**src/rtl/semaforo_multi_if.sv**
```systemverilog
// Control and lamp bundle for the multi-channel traffic light controller.
interface semaforo_multi_if #(
    parameter int unsigned N_CH = 4
);
    localparam int unsigned AW = (N_CH > 1) ? $clog2(N_CH) : 1;

    logic            en;
    logic            set;
    logic            change;
    logic [N_CH-1:0] ch_en;
    logic [N_CH-1:0] green;
    logic [N_CH-1:0] red;
    logic [AW-1:0]   active_ch;
    logic [1:0]      phase;

    // Controller side: drives the commands and observes the lamps.
    modport master (
        output en, set, change, ch_en,
        input  green, red, active_ch, phase
    );

    // Light engine side.
    modport slave (
        input  en, set, change, ch_en,
        output green, red, active_ch, phase
    );
endinterface

```
**src/rtl/semaforo_multi.sv**
```systemverilog
// Round-robin multi-channel red/green light controller with timed green,
// blinking-green warning, all-red clearance, channel skip mask and early change.
module semaforo_multi #(
    parameter int unsigned N_CH        = 4,
    parameter int unsigned GREEN_TICKS = 8,
    parameter int unsigned BLINK_TICKS = 4,
    parameter int unsigned CLEAR_TICKS = 2,
    parameter int unsigned CNT_W       = 8
) (
    input  logic             clklf,
    input  logic             reset,
    semaforo_multi_if.slave  bus
);
    localparam int unsigned AW = (N_CH > 1) ? $clog2(N_CH) : 1;

    localparam logic [CNT_W-1:0] GREEN_LD = CNT_W'(GREEN_TICKS - 1);
    localparam logic [CNT_W-1:0] BLINK_LD = CNT_W'(BLINK_TICKS - 1);
    localparam logic [CNT_W-1:0] CLEAR_LD = CNT_W'(CLEAR_TICKS - 1);
    localparam logic [AW-1:0]    LAST_CH  = AW'(N_CH - 1);

    typedef enum logic [1:0] {
        OFF   = 2'b00,
        GREEN = 2'b01,
        BLINK = 2'b10,
        CLEAR = 2'b11
    } phase_t;

    phase_t           phase_q, phase_d;
    logic [AW-1:0]    act_q, act_d;
    logic [CNT_W-1:0] cnt_q, cnt_d;
    logic             blink_q, blink_d;

    logic [AW:0]      srch_cur;
    logic [AW:0]      srch_zero;
    logic [N_CH-1:0]  onehot_c;

    // Returns {found, index} of the first enabled channel after base, wrapping, ending at base.
    function automatic logic [AW:0] next_en(input logic [AW-1:0] base,
                                            input logic [N_CH-1:0] mask);
        logic          found;
        logic [AW-1:0] idx;
        int unsigned   j;
        found = 1'b0;
        idx   = base;
        for (int unsigned k = 1; k <= N_CH; k++) begin
            j = (32'(base) + k) % N_CH;
            if (!found && mask[j]) begin
                found = 1'b1;
                idx   = AW'(j);
            end
        end
        return {found, idx};
    endfunction

    // Candidate grants: from the current channel and from the top (first grant from channel 0).
    always_comb begin
        srch_cur  = next_en(act_q, bus.ch_en);
        srch_zero = next_en(LAST_CH, bus.ch_en);
    end

    // State register with synchronous reset.
    always_ff @(posedge clklf) begin
        if (reset) begin
            phase_q <= OFF;
            act_q   <= '0;
            cnt_q   <= '0;
            blink_q <= 1'b0;
        end else begin
            phase_q <= phase_d;
            act_q   <= act_d;
            cnt_q   <= cnt_d;
            blink_q <= blink_d;
        end
    end

    // Next-state logic: phase sequencing, counter loads and channel selection.
    always_comb begin
        phase_d = phase_q;
        act_d   = act_q;
        cnt_d   = cnt_q;
        blink_d = blink_q;
        if (!bus.en) begin
            phase_d = OFF;
            cnt_d   = '0;
        end else begin
            case (phase_q)
                OFF: begin
                    if (!bus.set && srch_zero[AW]) begin
                        phase_d = GREEN;
                        act_d   = srch_zero[AW-1:0];
                        cnt_d   = GREEN_LD;
                    end else begin
                        phase_d = CLEAR;
                        act_d   = LAST_CH;
                        cnt_d   = CLEAR_LD;
                    end
                end
                GREEN: begin
                    if (cnt_q == '0 || bus.change || !bus.ch_en[act_q]) begin
                        if (BLINK_TICKS == 0) begin
                            phase_d = CLEAR;
                            cnt_d   = CLEAR_LD;
                        end else begin
                            phase_d = BLINK;
                            cnt_d   = BLINK_LD;
                            blink_d = 1'b1;
                        end
                    end else begin
                        cnt_d = cnt_q - CNT_W'(1);
                    end
                end
                BLINK: begin
                    blink_d = ~blink_q;
                    if (cnt_q == '0) begin
                        phase_d = CLEAR;
                        cnt_d   = CLEAR_LD;
                    end else begin
                        cnt_d = cnt_q - CNT_W'(1);
                    end
                end
                CLEAR: begin
                    if (cnt_q == '0) begin
                        if (srch_cur[AW]) begin
                            phase_d = GREEN;
                            act_d   = srch_cur[AW-1:0];
                            cnt_d   = GREEN_LD;
                        end else begin
                            cnt_d = CLEAR_LD;
                        end
                    end else begin
                        cnt_d = cnt_q - CNT_W'(1);
                    end
                end
                default: begin
                    phase_d = CLEAR;
                    cnt_d   = CLEAR_LD;
                end
            endcase
        end
    end

    // Lamp decode from registered state; anything unexpected shows all red.
    always_comb begin
        onehot_c  = N_CH'(1) << act_q;
        bus.green = '0;
        bus.red   = '0;
        case (phase_q)
            OFF: begin
                bus.green = '0;
                bus.red   = '0;
            end
            GREEN: begin
                bus.green = onehot_c;
                bus.red   = ~onehot_c;
            end
            BLINK: begin
                bus.green = blink_q ? onehot_c : '0;
                bus.red   = ~onehot_c;
            end
            default: begin
                bus.green = '0;
                bus.red   = '1;
            end
        endcase
    end

    assign bus.active_ch = act_q;
    assign bus.phase     = phase_q;

endmodule

```
**src/flat_wrapper.sv**
```systemverilog
// flat-port wrapper written by rule: the top's interface ports become plain ports
module semaforo_multi_flat 
#(
    parameter int unsigned N_CH        = 4,
    parameter int unsigned GREEN_TICKS = 8,
    parameter int unsigned BLINK_TICKS = 4,
    parameter int unsigned CLEAR_TICKS = 2,
    parameter int unsigned CNT_W       = 8
)
  (clklf, reset, bus_en, bus_set, bus_change, bus_ch_en, bus_green, bus_red, bus_active_ch, bus_phase);
  semaforo_multi_if #(.N_CH(N_CH)) bus_i ();
  input  logic clklf;
  input  logic reset;
  input wire logic [$bits(bus_i.en)-1:0] bus_en;
  input wire logic [$bits(bus_i.set)-1:0] bus_set;
  input wire logic [$bits(bus_i.change)-1:0] bus_change;
  input wire logic [$bits(bus_i.ch_en)-1:0] bus_ch_en;
  output wire logic [$bits(bus_i.green)-1:0] bus_green;
  output wire logic [$bits(bus_i.red)-1:0] bus_red;
  output wire logic [$bits(bus_i.active_ch)-1:0] bus_active_ch;
  output wire logic [$bits(bus_i.phase)-1:0] bus_phase;
  assign bus_i.en = bus_en;
  assign bus_i.set = bus_set;
  assign bus_i.change = bus_change;
  assign bus_i.ch_en = bus_ch_en;
  assign bus_green = bus_i.green;
  assign bus_red = bus_i.red;
  assign bus_active_ch = bus_i.active_ch;
  assign bus_phase = bus_i.phase;
  semaforo_multi #(.N_CH(N_CH), .GREEN_TICKS(GREEN_TICKS), .BLINK_TICKS(BLINK_TICKS), .CLEAR_TICKS(CLEAR_TICKS), .CNT_W(CNT_W)) u_core (.clklf(clklf), .reset(reset), .bus(bus_i));
endmodule
```
**config.mk**
```make
export PLATFORM = sky130hd
export DESIGN_NAME = semaforo_multi_flat
export DESIGN_NICKNAME = d
export VERILOG_FILES = /design/src/rtl/semaforo_multi_if.sv /design/src/rtl/semaforo_multi.sv /design/src/flat_wrapper.sv
export SDC_FILE = /design/constraint.sdc
export NUM_CORES = 1
export LEC_CHECK = 0
export CAP_MARGIN = 10
export CORE_ASPECT_RATIO = 0.7
export CORE_MARGIN = 3
export CORE_UTILIZATION = 35
export DETAILED_ROUTE_END_ITERATION = 8
export REMOVE_ABC_BUFFERS = 1
export SETUP_SLACK_MARGIN = 0.15
export SLEW_MARGIN = 20
export SYNTH_ARGS = -nofsm -noshare
export SYNTH_HDL_FRONTEND = slang
export SYNTH_SLANG_ARGS = --single-unit
```
**constraint.sdc**
```tcl
create_clock -name clklf -period 2.9 [get_ports clklf]
set_input_delay 0.87 -clock clklf [delete_from_list [all_inputs] [get_ports clklf]]
set_output_delay 0.87 -clock clklf [all_outputs]
set_load 0.05 [all_outputs]
```
Word level (Yosys, flattened, before mapping)
Cells that the tools add are included.
{"block": "word_totals", "register_bits": 13, "latch_bits": 0, "ram_bits": 0, "rom_bits": 0, "in_bits": 9, "output_inout_bits": 12, "word_cells": 99, "mem_count": 0}
{"block": "classes", "addsub": 5, "mul": 0, "n_div": 0, "n_lt_le_gt_ge": 5, "n_eq_ne": 8, "n_shift": 1, "n_mux": 47, "bitwise_logic": 3, "reduce_logical": 26}
{"cell": "two-way mux 2 bit", "n": 16}
{"cell": "one-hot mux 8 bit (4 select lines)", "n": 1}
{"cell": "two-way mux 8 bit", "n": 3}
{"cell": "one-hot mux 4 bit (2 select lines)", "n": 2}
{"cell": "< comparator 2 x 3 -> 1 bit, second input constant", "n": 5}
{"cell": "two-way mux 1 bit", "n": 14}
{"cell": "binary-select mux 1 bit (select 2 bit)", "n": 5}
{"cell": "logical NOT 1 bit", "n": 8}
{"cell": "logical NOT 8 bit", "n": 1}
{"cell": "!= test 2 x 1 -> 1 bit, second input constant", "n": 4}
{"cell": "one-hot mux 2 bit (4 select lines)", "n": 1}
{"cell": "subtractor 8 x 1 -> 8 bit, second input constant", "n": 1}
{"cell": "logical AND 1 bit", "n": 7}
{"cell": "two-way mux 3 bit", "n": 2}
{"cell": "!= test 5 x 1 -> 1 bit, second input constant", "n": 1}
{"cell": "AND reduction 5 bit", "n": 1}
{"cell": "adder 2 x 1 -> 2 bit, second input constant", "n": 2}
{"cell": "adder 2 bit, second input constant", "n": 2}
{"cell": "== test 2 bit, second input constant", "n": 2}
{"cell": "two-way mux 4 bit", "n": 1}
{"cell": "inverter 4 bit", "n": 1}
{"cell": "one-hot mux 2 bit (2 select lines)", "n": 1}
{"cell": "AND reduction 4 bit", "n": 1}
{"cell": "nonzero test 2 bit", "n": 2}
{"cell": "other kinds (8)", "n": 11}

Logic depth before layout (Yosys ltp)
Gate-level depths: netlist of the first run.
{"block": "depth", "ltp_word": 16, "mapped_depth": 7, "mapped_depth_nobuf": 6}

Least setup slack after synthesis of the first run
No wires, ideal clock.
{"block": "synth_path", "path_kind": "register -> output", "startpoint": "reg u_core.phase_q[0] (netlist: u_core.bus.phase[0])", "endpoint": "out bus_red[0]", "arrival_ns": 2.123, "required_ns": 2.030, "slack_ns": -0.093, "path_stages_with_launch": 5, "path_buffers": 0, "cell_sequence": "dfxtp_1 inv_1 ha_1 nor2b_1 a21oi_1"}
{"block": "synth_via", "elab_chain_cells": 3, "word_cells_on_any_way": 5, "classes_between": "eq/ne: 2; mux: 1; reduce/logical: 2"}
{"element": "start: declaration", "line_no": "semaforo_multi.sv:28", "text": "phase_t phase_q, phase_d;"}
{"element": "start signal: assignment", "line_no": "semaforo_multi.sv:69", "text": "phase_q <= phase_d;"}
{"element": "== test 2 x 1 -> 1 bit / == test 2 bit (equally long branches)", "line_no": "semaforo_multi.sv:147", "text": "case (phase_q)"}
{"element": "OR reduction 2 bit (no line)"}
{"element": "one-hot mux 4 bit (2 select lines) *", "line_no": "semaforo_multi.sv:147"}
{"element": "end: declaration", "line_no": "flat_wrapper.sv:19", "text": "output wire logic [$bits(bus_i.red)-1:0] bus_red;"}
Mark *: on every way between the ends. The rest lies on a longest branch, timed or not.

Final worst setup path of the first run
{"block": "layout_path", "startpoint": "reg u_core.phase_q[1] (netlist: u_core.bus.phase[1])", "endpoint": "out bus_green[3]"}
{"block": "layout_via", "elab_chain_cells": 2, "word_cells_on_any_way": 3, "classes_between": "eq/ne: 2; mux: 1"}
{"element": "== test 2 bit / == test 2 x 1 -> 1 bit (equally long branches)", "line_no": "semaforo_multi.sv:147"}
{"element": "one-hot mux 4 bit (2 select lines) *", "line_no": "semaforo_multi.sv:147"}
{"element": "end: declaration", "line_no": "flat_wrapper.sv:18", "text": "output wire logic [$bits(bus_i.green)-1:0] bus_green;"}
Marks and branches as above.

==> impl_metrics.py, run 1 <==
metrics = {
    "outcome": {
        "status": "finished clean",
    },
    "power_and_ir_drop": {
        "p_per_area_nw_per_um2": 448,
        "switching_share_pct": 37.9,
        "leakagePower_nw": 0.599,
        "p_switching_uw": 262,
        "clkPwrFrac_pct": 22.6,
        "vdd_drop_max_mv": 0.291,
        "power.internal_uw": 430,
        "power_frac_comb_pct": 48.0,
        "power_frac_seq_pct": 29.5,
    },
    "clocking": {
        "clock_path_buffers": 2,
        "cts_hold_buf": 0,
        "tritoncts": "done",
        "cts_inserted_buffers": 3,
        "worst_skew_pair.late_latency_ns": 0.24,
        "clockRootBuffer": "clkbuf_8",
        "htree_levels": 1,
        "cts_setup_buffers": 0,
        "clock_sinks": 13,
        "post_cts_resized": 0,
        "clk_pin_slew_ns": 0.05,
    },
    "timing": {
        "finalCritPeriodShare_pct": 89.6,
        "hold_violations": 0,
        "fin_crit_ns": 2.60,
        "fmax_mhz": 385,
        "finalSetupViolations": 0,
        "tightestPinTransition_ns": 0.510,
        "slew-limit-headroom_pct": 65.9,
        "finClkSkew_ns": 0.00445,
        "final-max-slew-violation-count": 0,
        "rsz0062_at_grt": "no",
        "setup-tns-final_ns": 0,
        "hold_ws_ns": 0.506,
    },
    "floorplanning": {
        "start_util_pct": 39.2,
        "die_y_um": 54.4,
        "io_pins": 21,
        "dieArea_um2": 4080,
        "core_um2": 2980,
        "rows": 16,
        "fp.dieW_um": 75.1,
    },
    "layout": {
        "layout-drive-gt1-share_pct": 14.8,
        "final_util_pct": 51.8,
        "syn2layout_area_growth_pct": 32.0,
        "nets": 183,
        "fin_area_um2": 1540,
        "diodes": 0,
        "n_fill_cell": 271,
    },
    "placement": {
        "port-buffer-count": 20,
        "placed_area_um2": 1490,
        "gp_congestion": 0.889,
        "place_hpwl_um": 2400,
    },
    "logic_synthesis": {
        "ys_warn_count": 0,
        "async_flop_share_pct": 0,
        "synth-edff-count": 0,
        "postSynthCellCount": 139,
        "yosys.area.top_type_share_pct": 22.2,
        "ys.flop_type": "dfxtp_1",
        "synth_cell_types": 42,
        "seq_area_frac_synth_pct": 22.2,
        "ys_ff_latch": 13,
        "postSynthAreaPerCell_um2": 8.42,
        "synth_most_common_cell": "dfxtp_1",
        "synth_largest_area_cell": "dfxtp_1",
        "ys_top_cells_by_count": "dfxtp_1 (13), ha_1 (11), inv_1 (10)",
        "synth_area_leaders": "dfxtp_1 (22%), ha_1 (12%), xnor2_1 (3.7%)",
        "synth_area_um2": 1170,
    },
    "routing": {
        "drc": 0,
        "num_vias": 1129,
        "drt_pass1_iterations": 4,
        "ant_nets": 0,
        "wirelength_um": 2960,
        "wl_per_cell_um": 15.0,
        "drt_iter0_markers": 70,
        "via_per_inst": 5.70,
    },
    "critical_path": {
        "crit_type": "flop to output pin",
        "crit_fanout": 8,
        "arrival_ns": 1.73,
        "crit_path_end_kind": "output pin",
        "cp-start-kind": "flop",
        "required_ns": 2.03,
    },
    "min_path": {
        "hp-class": "flop to flop",
    },
    "grt": {
        "grt_start_max_net_pins": 13,
        "grt_pass1_wl_um": 4860,
        "grt_pass1_vias": 1015,
        "track_usage_pct": 15.7,
        "grt_overflow_total": 0,
        "antenna_found_initial": 0,
    },
    "run": {
        "max_cap_viol_count": 0,
    },
}
## routing by layer
metal / up-vias / track usage [%] / part of all wire (%) / wire (µm)
li1: 573 / - / - / -
met2: 22 / 22.5 / 42 / 1260
met3: 2 / 4.59 / 4.2 / 124
met1: 532 / 23.3 / 53 / 1580
met5: - / 0 / 0 / 0
met4: 0 / 2.66 / 0.14 / 4
## registers in the layout (all words and copies together), names as in the netlist
| name | flops |
|---|---|
| u_core.cnt_q | 8 |
| u_core.bus.active_ch | 2 |
| u_core.bus.phase | 2 |
| u_core.blink_q | 1 |
## layout by cell type, fill, tap and decap left out, types with 3 or more instances in the layout
master           Yosys  final
clkbuf_8             0      3
nand2_1              7      7
or4_1                3      3
ha_1                11     10
dfxtp_1             13     12
and2_1               4      4
inv_1               10     10
a211oi_1             3      3
nor2_1               9      9
clkdlybuf4s50_1      0     12
o211ai_1             3      3
nand3_1              5      5
buf_12               0      8
a31oi_1              6      6
xnor2_1              5      5
o21ai_0              5      5
a21oi_1              8      8
mux2i_1              4      4
nor2b_1              5      4
o31ai_1              3      3
## final timing paths
check,startpoint,end,slack [ns],depth (start not counted)
max,u_core.bus.phase[1],bus_green[3],0.30,5
min reg2reg,u_core.bus.phase[0],u_core.bus.phase[0],0.51,2
max reg2reg,u_core.bus.active_ch[1],u_core.bus.active_ch[1],0.75,6
min,u_core.bus.phase[0],u_core.bus.phase[0],0.51,2
## worst max-delay path, cell delays in order, from the launching register on
cell	delay [ns]
dfxtp_1	0.40
inv_1	0.12
ha_2	0.43
nor2b_2	0.20
and2_1	0.19
buf_12	0.15
## layout make-up
class | instances | area, µm² | share of cell area, %
multi-input cells | 114 | 867 | 56.2
flip-flops and latches | 13 | 262 | 16.9
clock buffers | 4 | 45.0 | 2.92
repair buffers | 21 | 288 | 18.6
well taps | 36 | 45.0 | 2.92
inverters | 10 | 37.5 | 2.43
## per-stage QoR
stage          worst slack [ns]  std cells  power [mW]
3_5_place_dp              0.177        194       0.536
5_1_grt                   0.163        198       0.731
4_1_cts                   0.185        198       0.695
3_3_place_gp              0.233        194       0.534
6_report                  0.303        198       0.692
2_1_floorplan           -0.0933        137       0.408
## cells by family (layout without fill, tap and decap cells)
group | after synthesis | count (layout) | synth area share (%)
AND/OR/NAND/NOR | 51 | 51 | 26.0
AO/OA/AOI/OAI | 40 | 40 | 23.6
flip-flops | 13 | 13 | 22.2
buffers and inverters | 12 | 35 | 4.06
adder cells (fa/ha/maj) | 11 | 11 | 11.8
multiplexers | 7 | 7 | 8.56
XOR/XNOR | 5 | 5 | 3.74
## power groups by stage
stage	Clock, mW	Sequential [mW]	Combinational [mW]
2_1_floorplan	0	0.224	0.184
3_3_place_gp	0	0.207	0.327
6_report	0.156	0.204	0.332
4_1_cts	0.162	0.203	0.330
5_1_grt	0.172	0.206	0.354
3_5_place_dp	0	0.207	0.329
Power figures use the tool's default switching activity.
==> run 2, diff against run 1 <==
HOLD_SLACK_MARGIN = 0.12   (was default)
MAX_ROUTING_LAYER = met4   (was default)
==> impl_metrics.py, run 2 (synthesized netlist as in run 1, its figures left out) <==
metrics = {
    "outcome": {
        "status": "finished clean",
    },
    "grt": {
        "antenna_found_initial": 0,
        "grt_pass1_vias": 1015,
        "grt_pass1_wl_um": 4860,
        "track_usage_pct": 16.2,
        "grt_overflow_total": 0,
        "grt_start_max_net_pins": 13,
    },
    "timing": {
        "fmax_mhz": 385,
        "setup-tns-final_ns": 0,
        "fin_crit_ns": 2.60,
        "finClkSkew_ns": 0.00465,
        "finalSetupViolations": 0,
        "hold_violations": 0,
        "finalCritPeriodShare_pct": 89.5,
        "tightestPinTransition_ns": 0.510,
        "slew-limit-headroom_pct": 65.9,
        "final-max-slew-violation-count": 0,
        "rsz0062_at_grt": "no",
    },
    "critical_path": {
        "cp-start-kind": "flop",
        "arrival_ns": 1.73,
        "cp_top_family": "adder cells",
        "crit_path_end_kind": "output pin",
        "crit_fanout": 8,
        "crit_type": "flop to output pin",
        "critPathMaxStageDelay_ns": 0.43,
        "crit_chain": "inv_1 -> ha_2 -> nor2b_2 -> and2_1 -> buf_12",
        "worst_path_max_delay_cell": "ha_2",
        "required_ns": 2.03,
        "cp_num_buf_inv": 2,
    },
    "floorplanning": {
        "die_y_um": 54.4,
        "io_pins": 21,
        "fp.dieW_um": 75.1,
        "rows": 16,
        "core_um2": 2980,
        "dieArea_um2": 4080,
        "start_util_pct": 39.2,
    },
    "layout": {
        "nets": 183,
        "seqCellArea_um2": 262,
        "syn2layout_area_growth_pct": 32.0,
        "top_register": "u_core.cnt_q",
        "multi_input_area_um2": 867,
        "most-common-layout-cells": "clkdlybuf4s50_1 (12), dfxtp_1 (12), inv_1 (10), ha_1 (10), nor2_1 (9)",
        "fin_cells": 198,
        "layout-drive-gt1-share_pct": 14.8,
        "n_fill_cell": 271,
        "largest_reg_flops": 8,
        "diodes": 0,
    },
    "placement": {
        "dp_cells": 194,
        "gp_congestion": 0.904,
        "port-buffer-count": 20,
        "place_hpwl_um": 2400,
    },
    "power_and_ir_drop": {
        "p_per_area_nw_per_um2": 448,
        "leakagePower_nw": 0.599,
        "clkPwrFrac_pct": 22.5,
        "vdd_drop_max_mv": 0.291,
        "switching_share_pct": 37.8,
        "power_frac_seq_pct": 29.5,
        "power.internal_uw": 430,
        "power_frac_comb_pct": 48.0,
        "p_switching_uw": 262,
    },
    "clocking": {
        "clk_pin_slew_ns": 0.05,
        "htree_levels": 1,
        "tritoncts": "done",
        "cts_setup_buffers": 0,
        "cts_inserted_buffers": 3,
        "worst_skew_pair.late_latency_ns": 0.24,
        "clock_sinks": 13,
        "clockRootBuffer": "clkbuf_8",
        "cts_hold_buf": 0,
        "post_cts_resized": 0,
        "clock_path_buffers": 2,
    },
    "routing": {
        "drt_pass1_iterations": 4,
        "num_vias": 1122,
        "wl_per_cell_um": 14.9,
        "via_per_inst": 5.67,
        "drt_iter0_markers": 70,
        "ant_nets": 0,
        "wirelength_um": 2950,
        "drc": 0,
    },
    "run": {
        "max_cap_viol_count": 0,
    },
    "min_path": {
        "hp-class": "flop to flop",
    },
}
[run 2: power groups by stage]
stage	sequential [mW]	combinational (mW)	clock [mW]
floorplan	0.224	0.184	0
global placement	0.207	0.327	0
detailed placement	0.207	0.329	0
CTS	0.203	0.330	0.162
global route	0.206	0.354	0.172
finish	0.204	0.332	0.156
[run 2: final timing paths]
| path | slack (ns) | depth (start not counted) | to | startpoint |
|---|---|---|---|---|
| worst max register to register | 0.74 | 6 | u_core.bus.active_ch[1] | u_core.bus.active_ch[1] |
| worst min register to register | 0.51 | 2 | u_core.bus.phase[0] | u_core.bus.phase[0] |
| worst max-delay path | 0.30 | 5 | bus_green[3] | u_core.bus.phase[1] |
| worst min-delay path | 0.51 | 2 | u_core.bus.phase[0] | u_core.bus.phase[0] |
[run 2: stage by stage]
stage	setup WS (ns)	total power [mW]	hold slack (ns)	area, µm²	utilization [%]
floorplan	-0.0933	0.408	0.487	1160	-
global placement	0.233	0.534	0.506	1490	50.0
detailed placement	0.177	0.536	0.515	1490	50.0
CTS	0.185	0.695	0.527	1540	51.6
global route	0.163	0.731	0.564	1540	51.8
finish	0.305	0.692	0.506	1540	51.8
[run 2: cell type report]
| cell class | instances | share of cell area, % |
|---|---|---|
| Sequential cell | 13 | 16.9 |
| Tap cell | 36 | 2.92 |
| Timing Repair Buffer | 21 | 18.6 |
| Inverter | 10 | 2.43 |
| Clock buffer | 4 | 2.92 |
| Multi-Input combinational cell | 114 | 56.2 |
[run 2: routing by layer]
| layer | global-route usage, % | up-vias | part of all wire [%] |
|---|---|---|---|
| met4 | 2.66 | 0 | 0 |
| met1 | 23.3 | 527 | 52 |
| li1 | - | 574 | - |
| met3 | 4.59 | 0 | 4.3 |
| met5 | - | - | 0 |
| met2 | 22.5 | 21 | 43 |
[run 2: worst register-to-register path, delay by kind of cell (launching register included)]
| kind | cells | cell delay (ns) |
|---|---|---|
| mux | 2 | 0.48 |
| compound gates | 2 | 0.48 |
| flops | 1 | 0.50 |
| buf+inv | 1 | 0.16 |
| fa+ha+maj | 1 | 0.45 |
==> run 3, diff against run 2 <==
==> constraint.sdc (replaced) <==
create_clock -name clklf -period 2.2 [get_ports clklf]
set_input_delay 0.66 -clock clklf [delete_from_list [all_inputs] [get_ports clklf]]
set_output_delay 0.66 -clock clklf [all_outputs]
set_load 0.005 [all_outputs]
==> impl_metrics.py, run 3 (synthesized netlist as in run 1, its figures left out) <==
metrics = {
    "outcome": {
        "status": "finished clean",
    },
    "routing": {
        "drt_iter0_markers": 118,
        "wl_per_cell_um": 15.1,
        "wirelength_um": 3330,
        "via_per_inst": 5.64,
        "drt_pass1_iterations": 4,
        "ant_nets": 0,
        "drc": 0,
        "num_vias": 1241,
    },
    "placement": {
        "port-buffer-count": 20,
        "gp_congestion": 0.875,
        "place_hpwl_um": 2610,
    },
    "critical_path": {
        "crit_path_end_kind": "output pin",
        "ff2ff_setup_slack_ns": 0.26,
        "rr_endpoint": "u_core.bus.active_ch[1]",
        "arrival_ns": 1.38,
        "crit_type": "flop to output pin",
        "reg2reg_depth": 6,
        "crit_fanout": 4,
        "required_ns": 1.54,
        "r2r_start": "u_core.bus.active_ch[1]",
        "cp-start-kind": "flop",
    },
    "layout": {
        "diodes": 0,
        "seqCellArea_um2": 264,
        "syn2layout_area_growth_pct": 43.0,
        "top_register": "u_core.cnt_q",
        "multi_input_area_um2": 940,
        "nets": 205,
        "most-common-layout-cells": "buf_4 (21), dfxtp_1 (10), nor2_1 (9), inv_1 (8), clkdlybuf4s50_1 (8)",
        "largest_reg_flops": 8,
        "final_common_cell": "buf_4",
        "layout-drive-gt1-share_pct": 32.1,
        "n_fill_cell": 281,
    },
    "power_and_ir_drop": {
        "totalPowerFinal_uw": 851,
        "vdd_drop_max_mv": 0.262,
        "leakagePower_nw": 0.697,
        "p_per_area_nw_per_um2": 509,
    },
    "timing": {
        "fmax_mhz": 491,
        "rsz0062_at_grt": "yes",
        "finalSetupViolations": 0,
        "slew-limit-headroom_pct": 67.5,
        "hold_violations": 0,
        "finClkSkew_ns": 0.00145,
        "final-max-slew-violation-count": 0,
        "tightestPinTransition_ns": 0.484,
        "fin_crit_ns": 2.04,
        "finalCritPeriodShare_pct": 92.6,
        "hold_ws_ns": 0.520,
    },
    "grt": {
        "grt_pass1_wl_um": 5410,
        "antenna_found_initial": 0,
        "grt_start_max_net_pins": 14,
        "grt_overflow_total": 0,
        "grt_pass1_vias": 1156,
        "track_usage_pct": 18.0,
    },
    "clocking": {
        "cts_inserted_buffers": 3,
        "clock_sinks": 13,
        "clockRootBuffer": "clkbuf_8",
        "htree_levels": 1,
        "worst_skew_pair.late_latency_ns": 0.24,
        "clock_path_buffers": 2,
        "tritoncts": "done",
        "cts_hold_buf": 0,
        "clk_pin_slew_ns": 0.05,
    },
    "floorplanning": {
        "io_pins": 21,
        "core_um2": 2980,
        "start_util_pct": 39.2,
        "die_y_um": 54.4,
        "dieArea_um2": 4080,
        "fp.dieW_um": 75.1,
        "rows": 16,
    },
    "min_path": {
        "hp-class": "flop to flop",
        "hold_depth": 2,
        "min_to": "u_core.cnt_q[3]",
        "min-delay-start": "u_core.cnt_q[3]",
    },
    "run": {
        "max_cap_viol_count": 0,
    },
}
-- run 3: layer usage --
| metal | track usage, % | wire length [µm] | share of wire, % | up-vias |
|---|---|---|---|---|
| met4 | 1.48 | 0 | 0 | 0 |
| met2 | 25.9 | 1470 | 44 | 40 |
| met3 | 5.14 | 247 | 7.4 | 0 |
| met1 | 25.9 | 1610 | 48 | 590 |
| met5 | - | 0 | 0 | - |
| li1 | - | - | - | 611 |
-- run 3: worst max-delay path, cell delays in order (launching register included) --
cell,delay (ns)
dfxtp_2,0.34
inv_2,0.05
buf_6,0.11
ha_4,0.16
a21oi_4,0.14
nor2b_4,0.06
and2_1,0.15
buf_2,0.12
-- run 3: layout make-up --
cell class                      count  share of cell area (%)
Tap cell                           36                    2.69
Inverter                           10                    2.24
Timing Repair Buffer               43                    20.4
Clock buffer                        4                    2.69
Sequential cell                    13                    15.8
Multi-Input combinational cell    114                    56.2
-- run 3: report_power, final --
group | internal, mW | switching (mW) | total, mW
registers | 0.250 | 0.0154 | 0.265
clock network | 0.128 | 0.0843 | 0.212
logic | 0.190 | 0.184 | 0.374
total | 0.567 | 0.284 | 0.851
-- run 3: metrics by stage --
step                TNS (ns)  instance area [µm²]  worst slack, ns  instances  utilization, %
global placement       -2.30                 1560           -0.267        213            52.1
global route               0                 1670           0.0928        220            56.1
CTS                        0                 1650            0.150        218            55.5
finish                     0                 1670            0.164        220            56.1
floorplan                  0                 1160            0.166        137               -
detailed placement     -2.94                 1560           -0.303        213            52.1
-- run 3: worst max-delay path by stage --
stage / from / end / slack [ns]
final: u_core.bus.phase[0] / bus_green[1] / 0.16
after global routing: u_core.bus.phase[1] / bus_green[1] / 0.09
after CTS: u_core.bus.phase[0] / bus_red[1] / 0.15
after detailed placement: bus_ch_en[1] / u_core.bus.active_ch[1] / -0.30
after global placement: bus_ch_en[1] / u_core.bus.active_ch[1] / -0.27
after floorplan: u_core.bus.active_ch[0] / u_core.bus.active_ch[1] / 0.17
-- run 3: repair_timing --
item                                    4_1_cts  5_1_grt
gates resized for setup                      49        8
endpoints found under the hold margin         0        0
pin swaps                                     3        4
endpoints found under the setup margin       18        9
buffers inserted                              1        2
==> patch: new RTL, config.mk and constraints of run 3 <==
Reset style: asynchronous (`reset`), changed in one clocked block. Comments in the files are not updated.
--- a/src/rtl/semaforo_multi.sv
+++ b/src/rtl/semaforo_multi.sv
@@ -59,7 +59,7 @@
     end
 
     // State register with synchronous reset.
-    always_ff @(posedge clklf) begin
+    always_ff @(posedge clklf or posedge reset) begin
         if (reset) begin
             phase_q <= OFF;
             act_q   <= '0;
Formal check against the unedited RTL: differs if reset is asserted again (counterexample within 4 cycles, from zero or initial values and one cycle with reset high); with reset held inactive, the same outputs for 4 cycles.
==> patch against run 3 <==
  * Hold slack better by 0.052 ns
  * Via count up 2.3%
  * Sequential cell count unchanged
  * Worst setup slack better by 0.017 ns
  * Routed wire length up 1.1%
  * Area after synthesis up 8.3%
  * Design area up 7.0%
  * Critical path type unchanged
  * Critical endpoint is now bus_red[0]
Power is not compared: it rests on default switching activity, and its combinational part moved more than twofold at a synthesized area within 25%.
==> patch: results (changes against run 3) <==
<table>
<tr><th>Metric</th><th>Value</th></tr>
<tr><th colspan="2">Run status</th></tr>
<tr><td>Result of the run</td><td>finished, final reports clean (unchanged)</td></tr>
<tr><th colspan="2">Setup path</th></tr>
<tr><td>Max incr delay on CP</td><td>0.39 ns (was 0.34 ns)</td></tr>
<tr><td>Highest-delay cell along the critical path</td><td>dfrtp_1 (was dfxtp_2)</td></tr>
<tr><td>R2R setup slack</td><td>0.32 ns (was 0.26 ns)</td></tr>
<tr><th colspan="2">Placed design</th></tr>
<tr><td>DP Wirelength</td><td>2646 um (was 2607 um)</td></tr>
<tr><th colspan="2">Final layout</th></tr>
<tr><td>Area share of buffers outside the clock network</td><td>0.2168 (was 0.2042)</td></tr>
<tr><td>Proportion of cell area occupied by registers</td><td>0.1825 (was 0.1578)</td></tr>
<tr><td>Share of final-layout standard cells stronger than drive strength 1</td><td>0.3179 (was 0.3207)</td></tr>
<tr><td>#MultiIn Comb</td><td>120 (was 114)</td></tr>
<tr><td>Filler Cell Count</td><td>310 (was 281)</td></tr>
<tr><td>Count of nets after finishing</td><td>215 (was 205)</td></tr>
<tr><th colspan="2">Detailed routing</th></tr>
<tr><td>Vias post-DR</td><td>1270 (was 1241)</td></tr>
<tr><td>Routed wire length</td><td>3364 um (was 3329 um)</td></tr>
<tr><td>Detailed router's first-iteration violation count</td><td>98 (was 118)</td></tr>
<tr><td>Vias per cell</td><td>5.248 (was 5.641)</td></tr>
<tr><td>Met2 Routed Length</td><td>1471 um (was 1469 um)</td></tr>
<tr><td>Sum of routed wire segments on met1</td><td>1674 um (was 1612 um)</td></tr>
<tr><th colspan="2">STA</th></tr>
<tr><td>Highest clock rate</td><td>495.1 MHz (was 491.1 MHz)</td></tr>
<tr><td>Layout Skew</td><td>0.0004799 ns (was 0.001447 ns)</td></tr>
<tr><td>Minimum hold slack</td><td>0.5722 ns (was 0.5201 ns)</td></tr>
<tr><th colspan="2">Global route</th></tr>
<tr><td>Met3 Use GR</td><td>0.03205 (was 0.05138)</td></tr>
<tr><td>Combined global-route utilization of all metal layers</td><td>0.1629 (was 0.1804)</td></tr>
<tr><td>Maximum number of pins on one net before global-route repair</td><td>15 (was 14)</td></tr>
<tr><td>Met1 track demand over resource in global routing</td><td>0.2329 (was 0.2590)</td></tr>
<tr><td>Number of global-route vias before repair</td><td>1211 (was 1156)</td></tr>
<tr><td>Global routing usage on met2</td><td>0.2439 (was 0.2587)</td></tr>
<tr><th colspan="2">Synth</th></tr>
<tr><td>Area contributors post-synth</td><td>dfrtp_1 (26%), ha_1 (9.9%), nand2_1 (5.0%) (was dfxtp_1 (22%), ha_1 (12%), xnor2_1 (3.7%))</td></tr>
<tr><td>Cell variety after synth</td><td>47 (was 42)</td></tr>
<tr><td>Sequential element share of the synthesized area</td><td>0.2567 (was 0.2225)</td></tr>
<tr><th colspan="2">Die</th></tr>
<tr><td>Effective utilization at floorplan</td><td>0.3844 (was 0.3922)</td></tr>
</table>
patch: timing repair:
action                                  CTS  global route
cloned                                    1             0
endpoints found under the setup margin   19            12
resized for setup                        52             7
buffers inserted                          2             0
pin swaps                                 7             2
patch: stage by stage:
| step | power (mW) | instance area, um^2 |
|---|---|---|
| 6_report | 2.378 | 1789 |
| 5_1_grt | 2.577 | 1789 |
| 4_1_cts | 2.330 | 1775 |
| 3_5_place_dp | 2.021 | 1669 |
| 3_3_place_gp | 1.987 | 1669 |
| 2_1_floorplan | 1.349 | 1222 |
patch: cells by family (layout without fill, tap and decap cells):
logic type | Yosys count | in the layout | synth area share
simple gates | 62 | 62 | 0.2685
compound gates | 38 | 38 | 0.2172
buf+inv | 19 | 62 | 0.06515
flops | 13 | 13 | 0.2567
fa+ha+maj | 10 | 10 | 0.09872
xor+xnor | 6 | 6 | 0.04147
mux | 4 | 4 | 0.05232
patch: final timing paths:
| kind | depth (start not counted) | from | to |
|---|---|---|---|
| min in group asynchronous | 2 | reset | u_core.blink_q |
| max | 5 | u_core.bus.phase[1] | bus_red[0] |
| max reg2reg | 6 | u_core.bus.active_ch[1] | u_core.cnt_q[6] |
| min | 2 | u_core.cnt_q[7] | u_core.cnt_q[7] |
| min reg2reg | 2 | u_core.cnt_q[7] | u_core.cnt_q[7] |
| max in group asynchronous | 2 | reset | u_core.bus.active_ch[0] |
patch: power by group through the flow:
stage | sequential (mW) | combinational, mW | clock (mW)
2_1_floorplan | 0.426 | 0.924 | 0
6_report | 0.405 | 1.76 | 0.212
5_1_grt | 0.417 | 1.93 | 0.231
3_3_place_gp | 0.387 | 1.60 | 0
3_5_place_dp | 0.393 | 1.63 | 0
4_1_cts | 0.399 | 1.72 | 0.216
